--- src/rtl/bit_serial_alu.sv ---
// bit_serial_alu: LSB-first bit-serial add/subtract engine.
// One full-adder slice plus a carry flop iterates over WIDTH cycles.
// The registered sum, cout and signed ovf change only when an operation
// completes. done is a one-cycle pulse that marks each completion.
module bit_serial_alu #(
    parameter int WIDTH = 8
) (
    input  logic             clk,
    input  logic             rst_n,
    input  logic             ena,
    input  logic             start,
    input  logic             sub,
    input  logic [WIDTH-1:0] a,
    input  logic [WIDTH-1:0] b,
    output logic             busy,
    output logic             done,
    output logic [WIDTH-1:0] sum,
    output logic             cout,
    output logic             ovf
);

    localparam int CW = (WIDTH > 2) ? $clog2(WIDTH) : 1;

    typedef enum logic {
        IDLE = 1'b0,
        RUN  = 1'b1
    } state_t;

    state_t           state_reg, state_next;
    logic [WIDTH-1:0] a_sh_reg,  a_sh_next;
    logic [WIDTH-1:0] b_sh_reg,  b_sh_next;
    // Holds the WIDTH-1 result bits produced so far. The final bit is
    // merged in directly at completion, so a full WIDTH-bit register is not needed.
    logic [WIDTH-2:0] res_sh_reg, res_sh_next;
    logic             carry_reg, carry_next;
    logic [CW-1:0]    cnt_reg,   cnt_next;
    logic [WIDTH-1:0] sum_reg,   sum_next;
    logic             cout_reg,  cout_next;
    logic             ovf_reg,   ovf_next;
    logic             done_reg,  done_next;

    logic [WIDTH-1:0] b_load;
    logic             slice_s;
    logic             slice_c;
    logic [WIDTH-1:0] res_shift;
    logic             last_bit;

    // Conditional inversion of operand B. Subtraction is a + ~b + 1, and
    // the +1 comes from the carry being preloaded with sub.
    generate
        for (genvar gi = 0; gi < WIDTH; gi++) begin : g_b_inv
            assign b_load[gi] = b[gi] ^ sub;
        end
    endgenerate

    // One full-adder slice working on the current LSBs.
    assign slice_s   = a_sh_reg[0] ^ b_sh_reg[0] ^ carry_reg;
    assign slice_c   = (a_sh_reg[0] & b_sh_reg[0]) |
                       (a_sh_reg[0] & carry_reg)   |
                       (b_sh_reg[0] & carry_reg);
    assign res_shift = {slice_s, res_sh_reg};
    assign last_bit  = (cnt_reg == CW'(WIDTH - 1));

    assign busy = (state_reg == RUN);
    assign done = done_reg;
    assign sum  = sum_reg;
    assign cout = cout_reg;
    assign ovf  = ovf_reg;

    // State and datapath registers; reset clears everything and aborts an operation in flight.
    always_ff @(posedge clk or negedge rst_n) begin
        if (!rst_n) begin
            state_reg  <= IDLE;
            a_sh_reg   <= '0;
            b_sh_reg   <= '0;
            res_sh_reg <= '0;
            carry_reg  <= 1'b0;
            cnt_reg    <= '0;
            sum_reg    <= '0;
            cout_reg   <= 1'b0;
            ovf_reg    <= 1'b0;
            done_reg   <= 1'b0;
        end else begin
            state_reg  <= state_next;
            a_sh_reg   <= a_sh_next;
            b_sh_reg   <= b_sh_next;
            res_sh_reg <= res_sh_next;
            carry_reg  <= carry_next;
            cnt_reg    <= cnt_next;
            sum_reg    <= sum_next;
            cout_reg   <= cout_next;
            ovf_reg    <= ovf_next;
            done_reg   <= done_next;
        end
    end

    // Next-state logic: accept in IDLE, iterate one bit per enabled cycle in RUN.
    always_comb begin
        state_next  = state_reg;
        a_sh_next   = a_sh_reg;
        b_sh_next   = b_sh_reg;
        res_sh_next = res_sh_reg;
        carry_next  = carry_reg;
        cnt_next    = cnt_reg;
        sum_next    = sum_reg;
        cout_next   = cout_reg;
        ovf_next    = ovf_reg;
        done_next   = 1'b0;

        case (state_reg)
            IDLE: begin
                if (ena && start) begin
                    a_sh_next  = a;
                    b_sh_next  = b_load;
                    carry_next = sub;
                    cnt_next   = '0;
                    state_next = RUN;
                end
            end
            RUN: begin
                if (ena) begin
                    a_sh_next   = {1'b0, a_sh_reg[WIDTH-1:1]};
                    b_sh_next   = {1'b0, b_sh_reg[WIDTH-1:1]};
                    res_sh_next = res_shift[WIDTH-1:1];
                    carry_next  = slice_c;
                    cnt_next    = cnt_reg + CW'(1);
                    if (last_bit) begin
                        // carry_reg is the carry into the MSB slice at this point.
                        sum_next   = res_shift;
                        cout_next  = slice_c;
                        ovf_next   = carry_reg ^ slice_c;
                        done_next  = 1'b1;
                        state_next = IDLE;
                    end
                end
            end
            default: state_next = IDLE;
        endcase
    end

endmodule

--- config.mk ---
export PLATFORM = sky130hd
export DESIGN_NAME = bit_serial_alu
export DESIGN_NICKNAME = d
export VERILOG_FILES = /design/src/rtl/bit_serial_alu.sv
export SDC_FILE = /design/constraint.sdc
export NUM_CORES = 1
export LEC_CHECK = 0
export BUFFER_PORTS_ARGS = -buffer_cell sky130_fd_sc_hd__buf_2
export CAP_MARGIN = 20
export CORE_ASPECT_RATIO = 0.6
export CORE_MARGIN = 4
export CORE_UTILIZATION = 58
export CTS_BUF_LIST = sky130_fd_sc_hd__clkbuf_4 sky130_fd_sc_hd__clkbuf_8 sky130_fd_sc_hd__clkbuf_16
export CTS_CLUSTER_DIAMETER = 60
export DETAILED_ROUTE_END_ITERATION = 12
export GPL_TIMING_DRIVEN = 0
export PLACE_DENSITY_LB_ADDON = 0.15
export SLEW_MARGIN = 10
export SYNTH_ARGS = -nofsm -noshare
export SYNTH_HDL_FRONTEND = slang
export SYNTH_SLANG_ARGS = --single-unit
export TNS_END_PERCENT = 10
--- constraint.sdc ---
create_clock -name clk -period 2.55 [get_ports clk]
set_input_delay 0.255 -clock clk [delete_from_list [all_inputs] [get_ports clk]]
set_output_delay 0.255 -clock clk [all_outputs]
set_load 0.02 [all_outputs]
==> impl_metrics.env, run 1 <==
export IMPL_fin_crit_ns=1.54
export IMPL_async_reset_ff_share_pct=100
export IMPL_synth_warning_count=0
export IMPL_fin_setup_tns_ns=0
export IMPL_critPathMaxFanout=10
export IMPL_ys_seq_area_share_pct=54.2
export IMPL_clkPwrFrac_pct=22.7
export IMPL_drv_slew=0
export IMPL_grt_max_degree=40
export IMPL_postCtsSetupBuffers=0
export IMPL_ant_nets=0
export IMPL_status="completed"
export IMPL_tritoncts="yes"
export IMPL_vias=1147
export IMPL_overflow=0
export IMPL_worst_endpoint_required_ns=2.73
export IMPL_synth_area_leader_cell="dfrtp_1"
export IMPL_postCtsHoldBufs=0
export IMPL_ctsLongestPathBuffers=2
export IMPL_reg2reg_setup_slack_ns=1.01
export IMPL_io_buffers=30
export IMPL_gp_congestion=0.703
export IMPL_clkSlewWorstSetupHoldPaths_ns=0.08
export IMPL_antenna_found_initial=0
export IMPL_cts_resized=0
export IMPL_intPower_w=0.00152
export IMPL_final_util_pct=72.3
export IMPL_cts_root_buffer="clkbuf_8"
export IMPL_comb_power_share_pct=32.9
export IMPL_layout_drive_gt1_share_pct=36.9
export IMPL_critical_path_slowest_cell="dfrtp_1"
export IMPL_grt_pass1_vias=1147
export IMPL_clk_latency_ns=0.29
export IMPL_placed_cells=213
export IMPL_synth_avg_cell_area_um2=12.8
export IMPL_crit_path_end_kind="flop"
export IMPL_hpwl_um=2390
export IMPL_nets=202
export IMPL_timing_slew_headroom_pct=44.3
export IMPL_worst_pin_slew_ns=0.836
export IMPL_grt_setup_unrepaired="false"
export IMPL_drt_initial_drc_count=81
export IMPL_ios=33
export IMPL_crit_path_start="cnt_reg[0]"
export IMPL_ys_flop_type="dfrtp_1"
export IMPL_drt_first_pass_iters=4
export IMPL_path_cells="ha_1 > ha_1 > nand3_4 > buf_6 > mux2_4"
export IMPL_dieArea_mm2=0.00409
export IMPL_drt_wl_total_um=3270
export IMPL_antenna_cells=0
export IMPL_ys_ff_latch=39
export IMPL_die_w_um=80.0
export IMPL_area_growth_pct=17.5
export IMPL_hold_class="in2async"
export IMPL_grt_pass1_wl_um=5510
export IMPL_p_per_area_mw_per_mm2=1070
export IMPL_crit_path_start_kind="flop"
export IMPL_peakVddDrop_v=0.000671
export IMPL_max_cap_violations=0
export IMPL_drc=0
export IMPL_fin_cells=221
export IMPL_final_common_cell="dfrtp_1"
export IMPL_synth_area_leaders="dfrtp_1, mux2i_1, mux2_4"
export IMPL_rows=15
export IMPL_hold_viol=0
export IMPL_post_synth_num_cell_types=25
export IMPL_cts_sinks=39
export IMPL_setup_viol=0
export IMPL_critPathKind="reg2reg"
export IMPL_pwr_share_seq_pct=44.4
export IMPL_finClkSkew_ns=0.00680
export IMPL_switching_share_pct=32.7
export IMPL_yosys_area_top_type_share_pct=54.2
export IMPL_initial_utilization_pct=61.5
export IMPL_cts_buffers=5
export IMPL_r2r_start="cnt_reg[0]"
export IMPL_timing_hold_ws_ns=0.0590
export IMPL_slowest_delay_ns=0.42
export IMPL_leakage_nw=1.13
export IMPL_synth_edff_count=0
export IMPL_max_freq_mhz=651
export IMPL_htreeDepth=2
export IMPL_coreArea_mm2=0.00293
export IMPL_syn_area_mm2=0.00180
export IMPL_finalCritPeriodShare_pct=60.3
export IMPL_critPathMostFrequentCell="ha_1"
export IMPL_vias_per_cell=5.19
export IMPL_die_y_um=51.2
export IMPL_critPathArrivalTime_ns=1.72
export IMPL_layout_common_cells="dfrtp_1, buf_2, nand2_1, o21ai_0, mux2i_1"
export IMPL_switchingPower_w=0.000740
export IMPL_syn_inst=141
export IMPL_syn_nets=165
export IMPL_grt_util_all_layers_pct=18.0
export IMPL_avgRoutedWirePerCell_um=14.8
## critical path: cells and delay by family, from the launching register on
| kind | cells | cell delay, ns |
|---|---|---|
| and+or+nand+nor | 1 | 0.10 |
| DFF | 1 | 0.42 |
| buffers and inverters | 1 | 0.17 |
| muxes | 1 | 0.32 |
| adders and majority gates | 2 | 0.41 |
## synth_stat cells, types with 2 or more instances
master   instances
xor2_1           8
dfrtp_1         39
buf_6            4
nand2_1         17
a32o_1           2
inv_1            2
mux2_2           9
o21ai_0         17
mux2_4           7
nor2_1           2
mux2i_1         15
o21ai_1          2
ha_1             2
buf_4            4
## power by group through the flow
stage	Combinational, W	Sequential, W	Clock [W]
floorplan	0.000488	0.00106	0
global placement	0.000724	0.000991	0
detailed placement	0.000755	0.00101	0
CTS	0.000758	0.00100	0.000523
global route	0.000822	0.00103	0.000554
finish	0.000746	0.00100	0.000514
## through the flow
stage	area [µm²]	total power [W]	setup WS (ns)
4_1_cts	2120	0.00228	1.01
3_3_place_gp	2000	0.00171	1.06
3_5_place_dp	2000	0.00177	1.03
2_1_floorplan	1800	0.00155	1.12
5_1_grt	2120	0.00241	0.975
6_report	2120	0.00226	1.01
## layer usage
layer | vias to the layer above | wire, µm | track usage (%)
met2 | 24 | 1530 | 28.7
met1 | 564 | 1560 | 23.8
met3 | 4 | 134 | 4.75
met4 | 0 | 51 | 6.74
li1 | 555 | - | -
met5 | - | 0 | 0
## cells by family after synthesis
logic type                 after synthesis  synth area share, %
xor gates and xnor gates                 9                 4.38
buffers and inverters                   11                 4.86
DFF                                     39                 54.2
and+or+nand+nor                         23                 5.90
muxes                                   31                 19.8
AOI/OAI and AO/OA                       25                 8.40
adders and majority gates                3                 2.50
## cell type report
class | instances | area [µm²]
flip-flops and latches | 39 | 976
fillers | 209 | 811
multi-input cells | 91 | 738
repair buffers | 30 | 150
plain buffers | 9 | 80.1
clock buffers | 5 | 68.8
well taps | 42 | 52.6
clock inverters | 3 | 43.8
inverters | 2 | 7.51
## worst paths after layout
path / end / depth (start not counted)
min in group clk: a_sh_reg[0] / 3
worst max-delay path: sum[2] / 5
worst min register to register: a_sh_reg[5] / 2
worst max register to register: sum[2] / 5
worst min-delay path: b_sh_reg[1] / 1
max in group asynchronous: b_sh_reg[5] / 1
No activity file was read; power rests on OpenSTA's default activity.
==> run 2: changes to the inputs <==
CORE_UTILIZATION = 54   (was 58)
clock period = 1.5 ns   (was 2.55 ns; I/O delays follow)
==> run 2 against run 1 <==
Sequential cell count unchanged. Clock power rose by 51%. Clock skew rose by 0.0012 ns. Sequential share of layout area is 0.80 points lower. Worst setup slack got worse by 0.97 ns.
==> impl_metrics.env, run 2 (synthesis results as in run 1) <==
export IMPL_met1Wirelength_um=1570
export IMPL_clk_latency_ns=0.29
export IMPL_critPathMaxFanout=5
export IMPL_r2r_end="cout"
export IMPL_vias=1151
export IMPL_top_layer="met4"
export IMPL_p_per_area_mw_per_mm2=1750
export IMPL_timing_hold_ws_ns=0.156
export IMPL_fin_setup_tns_ns=0
export IMPL_htreeDepth=2
export IMPL_clkSlewWorstSetupHoldPaths_ns=0.07
export IMPL_io_buffers=30
export IMPL_placed_area_mm2=0.00200
export IMPL_wl_met2_um=1550
export IMPL_drt_initial_drc_count=85
export IMPL_setup_viol=0
export IMPL_antenna_cells=0
export IMPL_seqCellArea_um2=976
export IMPL_crit_end="cout"
export IMPL_n_fill_cell=206
export IMPL_drt_wl_total_um=3330
export IMPL_worst_endpoint_required_ns=1.67
export IMPL_path_buf_inv=1
export IMPL_layout_common_cells="dfrtp_1, buf_2, nand2_1, o21ai_0, mux2i_1"
export IMPL_tritoncts="yes"
export IMPL_crit_path_start="cnt_reg[0]"
export IMPL_cp_depth=5
export IMPL_cts_sinks=39
export IMPL_r2r_cells=5
export IMPL_coreArea_mm2=0.00302
export IMPL_avgRoutedWirePerCell_um=14.9
export IMPL_cts_root_buffer="clkbuf_8"
export IMPL_leakage_nw=1.15
export IMPL_crit_path_end_kind="flop"
export IMPL_grt_pass1_vias=1245
export IMPL_layout_drive_gt1_share_pct=37.6
export IMPL_hpwl_um=2350
export IMPL_drt_first_pass_iters=4
export IMPL_critPathKind="reg2reg"
export IMPL_dieArea_mm2=0.00436
export IMPL_final_util_pct=71.3
export IMPL_timing_slew_headroom_pct=45.0
export IMPL_crit_path_start_kind="flop"
export IMPL_worst_pin_slew_ns=0.824
export IMPL_ios=33
export IMPL_ant_nets=0
export IMPL_drv_slew=0
export IMPL_critical_path_slowest_cell="dfrtp_1"
export IMPL_stdcell_area_mm2=0.00215
export IMPL_max_freq_mhz=687
export IMPL_path_delay_family="flip-flops"
export IMPL_hold_class="in2reg"
export IMPL_wl_met3_um=146
export IMPL_die_w_um=82.6
export IMPL_max_cap_violations=0
export IMPL_hold_viol=0
export IMPL_grt_pass1_wl_um=5670
export IMPL_overflow=0
export IMPL_r2r_start="cnt_reg[0]"
export IMPL_grt_setup_unrepaired="false"
export IMPL_die_y_um=52.7
export IMPL_cts_buffers=5
export IMPL_grt_max_degree=40
export IMPL_gp_congestion=0.720
export IMPL_path_cells="ha_1 > ha_2 > nand3_4 > clkbuf_16 > mux2_4"
export IMPL_rows=15
export IMPL_drc=0
export IMPL_reg2reg_setup_slack_ns=0.04
export IMPL_finalPower_w=0.00376
export IMPL_antenna_found_initial=0
export IMPL_peakVddDrop_v=0.000767
export IMPL_grt_util_all_layers_pct=17.7
export IMPL_nets=204
export IMPL_vias_per_cell=5.16
export IMPL_fin_crit_ns=1.46
export IMPL_status="completed"
export IMPL_area_growth_pct=19.6
export IMPL_final_common_cell="dfrtp_1"
export IMPL_slowest_delay_ns=0.40
export IMPL_finClkSkew_ns=0.00802
export IMPL_critPathArrivalTime_ns=1.63
export IMPL_multiInputGateArea_um2=741
export IMPL_finalCritPeriodShare_pct=97.0
export IMPL_initial_utilization_pct=59.6
export IMPL_ctsLongestPathBuffers=2
-- run 2: through the flow --
stage | setup slack, ns | cells
after global routing | 0.0135 | 223
after detailed placement | 0.00952 | 213
after floorplan | 0.0711 | 141
final | 0.0447 | 223
after global placement | 0.0255 | 213
after CTS | 0.00209 | 222
-- run 2: cell type report --
class                           count  share of cell area, %
Sequential cell                    39                   45.3
Tap cell                           42                   2.44
Clock buffer                        8                   4.82
Multi-Input combinational cell     91                   34.4
Inverter                            2                  0.348
Buffer                              9                   4.12
Timing Repair Buffer               32                   8.59
-- run 2: what timing repair did --
action,in CTS,in global routing
resized for setup,1,2
endpoints found under the setup margin,7,7
pin swaps,0,1
hold buffers,1,0
endpoints found under the hold margin,39,0
gates cloned,0,1
setup buffers,0,0
-- run 2: power breakdown --
part           switching, W  internal (W)  total, W
clock network      0.000337      0.000437  0.000774
logic              0.000628      0.000661   0.00129
registers          0.000245       0.00145   0.00170
total               0.00121       0.00255   0.00376
-- run 2: per-layer routing --
layer,global-route usage (%),up-vias
li1,-,562
met1,22.9,557
met2,28.3,23
met3,4.81,9
met4,6.79,0
met5,0,-
-- run 2: worst min-delay path, delay by kind of cell --
kind                   cells  cell delay [ns]
buffers and inverters      1             0.08
multiplexers               1             0.05
AO/OA/AOI/OAI              1             0.13
-- run 2: how the worst min path moves through the flow --
| stage | from | endpoint | slack [ns] | cells after the start |
|---|---|---|---|---|
| final | a[6] | a_sh_reg[6] | 0.16 | 3 |
| after floorplan | rst_n | a_sh_reg[0] | -0.15 | 0 |
| after global placement | rst_n | b_sh_reg[7] | 0.29 | 1 |
| after detailed placement | rst_n | b_sh_reg[7] | 0.30 | 1 |
| after CTS | a[3] | a_sh_reg[3] | 0.15 | 3 |
| after global routing | a[3] | a_sh_reg[3] | 0.15 | 3 |
==> run 3: changes to the inputs <==
MAX_ROUTING_LAYER = met4   (was default)
==> run 3 against run 2 <==
Critical path depth stayed put. Register-to-register slack hardly changed. Power hardly changed. Global-route usage is 0.47 points higher. First-iteration DRC count is 3.5% higher. Maximum frequency hardly changed. Core utilization stayed put. Sequential share of layout area stayed put. Highest routed layer unchanged.
==> impl_metrics.env, run 3 (synthesis results as in run 1) <==
export IMPL_status="completed"
export IMPL_antenna_cells=0
export IMPL_timing_slew_headroom_pct=45.1
export IMPL_leakage_nw=1.15
export IMPL_coreArea_mm2=0.00302
export IMPL_drt_initial_drc_count=88
export IMPL_max_freq_mhz=687
export IMPL_htreeDepth=2
export IMPL_peakVddDrop_v=0.000768
export IMPL_placed_cells=213
export IMPL_min_path_cells=3
export IMPL_critical_path_slowest_cell="dfrtp_1"
export IMPL_grt_setup_unrepaired="false"
export IMPL_ant_nets=0
export IMPL_grt_util_all_layers_pct=18.2
export IMPL_die_y_um=52.7
export IMPL_cts_sinks=39
export IMPL_critPathKind="reg2reg"
export IMPL_tritoncts="yes"
export IMPL_initial_utilization_pct=59.6
export IMPL_final_common_cell="dfrtp_1"
export IMPL_finalPower_w=0.00376
export IMPL_dp_slack_ns=0.00952
export IMPL_layout_common_cells="dfrtp_1, buf_2, nand2_1, o21ai_0, mux2i_1"
export IMPL_vias=1140
export IMPL_dieArea_mm2=0.00436
export IMPL_critPathArrivalTime_ns=1.63
export IMPL_hold_class="in2reg"
export IMPL_p_per_area_mw_per_mm2=1750
export IMPL_worst_pin_slew_ns=0.824
export IMPL_grt_max_degree=40
export IMPL_wl_met2_um=1550
export IMPL_cts_buffers=5
export IMPL_overflow=0
export IMPL_drt_first_pass_iters=4
export IMPL_layout_drive_gt1_share_pct=37.6
export IMPL_path_cells="ha_1 > ha_2 > nand3_4 > clkbuf_16 > mux2_4"
export IMPL_grt_pass1_vias=1246
export IMPL_antenna_found_initial=0
export IMPL_ctsLongestPathBuffers=2
export IMPL_fin_setup_tns_ns=0
export IMPL_top_layer="met4"
export IMPL_hold_viol=0
export IMPL_clk_latency_ns=0.29
export IMPL_crit_path_end_kind="flop"
export IMPL_stdcell_area_mm2=0.00215
export IMPL_postCtsSetupBuffers=0
export IMPL_drt_wl_total_um=3320
export IMPL_met1Wirelength_um=1570
export IMPL_finalCritPeriodShare_pct=97.1
export IMPL_gp_congestion=0.729
export IMPL_area_growth_pct=19.6
export IMPL_slowest_delay_ns=0.40
export IMPL_placed_area_mm2=0.00200
export IMPL_die_w_um=82.6
export IMPL_avgRoutedWirePerCell_um=14.9
export IMPL_cts_root_buffer="clkbuf_8"
export IMPL_finClkSkew_ns=0.00821
export IMPL_worst_slack_ns=0.0440
export IMPL_critPathMaxFanout=5
export IMPL_nets=204
export IMPL_setup_viol=0
export IMPL_worst_endpoint_required_ns=1.67
export IMPL_multiInputGateArea_um2=741
export IMPL_io_buffers=30
export IMPL_hpwl_um=2350
export IMPL_clkSlewWorstSetupHoldPaths_ns=0.07
export IMPL_ios=33
export IMPL_crit_path_start_kind="flop"
export IMPL_seqCellArea_um2=976
export IMPL_drv_slew=0
export IMPL_fin_crit_ns=1.46
export IMPL_grt_pass1_wl_um=5660
export IMPL_vias_per_cell=5.11
export IMPL_rows=15
export IMPL_n_fill_cell=206
export IMPL_wl_met3_um=146
export IMPL_drc=0
export IMPL_max_cap_violations=0
export IMPL_fin_cells=223
export IMPL_r2r_cells=5
## run 3: worst paths after layout
path,end,start,slack (ns)
hold / removal,a_sh_reg[6],a[6],0.15
max in group asynchronous,sum[2],rst_n,0.46
setup / recovery,cout,cnt_reg[0],0.04
min in group asynchronous,cnt_reg[0],rst_n,0.52
setup reg to reg,cout,cnt_reg[0],0.04
hold reg to reg,ovf,ovf,0.49
## run 3: per-stage QoR
step                      hold slack [ns]  utilization, %
after floorplan                    -0.146               -
after detailed placement            0.295            66.3
final                               0.155            71.3
after CTS                           0.150            70.2
after global placement              0.286            66.3
after global routing                0.146            71.3
## run 3: layout make-up
type	instances	share of cell area, %
clock buffers	8	4.82
flip-flops and latches	39	45.3
well taps	42	2.44
multi-input cells	91	34.4
plain buffers	9	4.12
repair buffers	32	8.59
inverters	2	0.348
## run 3: critical path, delay by kind of cell, from the launching register on
| family | cells | cell delay, ns |
|---|---|---|
| adder cells (fa/ha/maj) | 2 | 0.38 |
| buffers and inverters | 1 | 0.16 |
| flip-flops | 1 | 0.40 |
| multiplexers | 1 | 0.29 |
| AND/OR/NAND/NOR | 1 | 0.10 |
## run 3: timing repair
| item | 4_1_cts | 5_1_grt |
|---|---|---|
| resized for setup | 1 | 2 |
| hold buffers | 1 | 0 |
| hold endpoints to repair | 39 | 0 |
| pin swaps | 0 | 1 |
| cloned | 0 | 1 |
| endpoints found under the setup margin | 7 | 7 |
## run 3: power by group
group / switching (W) / internal [W]
sequential: 0.000245 / 0.00145
combinational: 0.000627 / 0.000661
clock: 0.000339 / 0.000437
total: 0.00121 / 0.00255
## run 3: routing by layer
| metal | global-route usage (%) | up-vias |
|---|---|---|
| met5 | - | - |
| met2 | 28.3 | 23 |
| met4 | 6.79 | 0 |
| li1 | - | 561 |
| met3 | 4.64 | 7 |
| met1 | 23.1 | 549 |
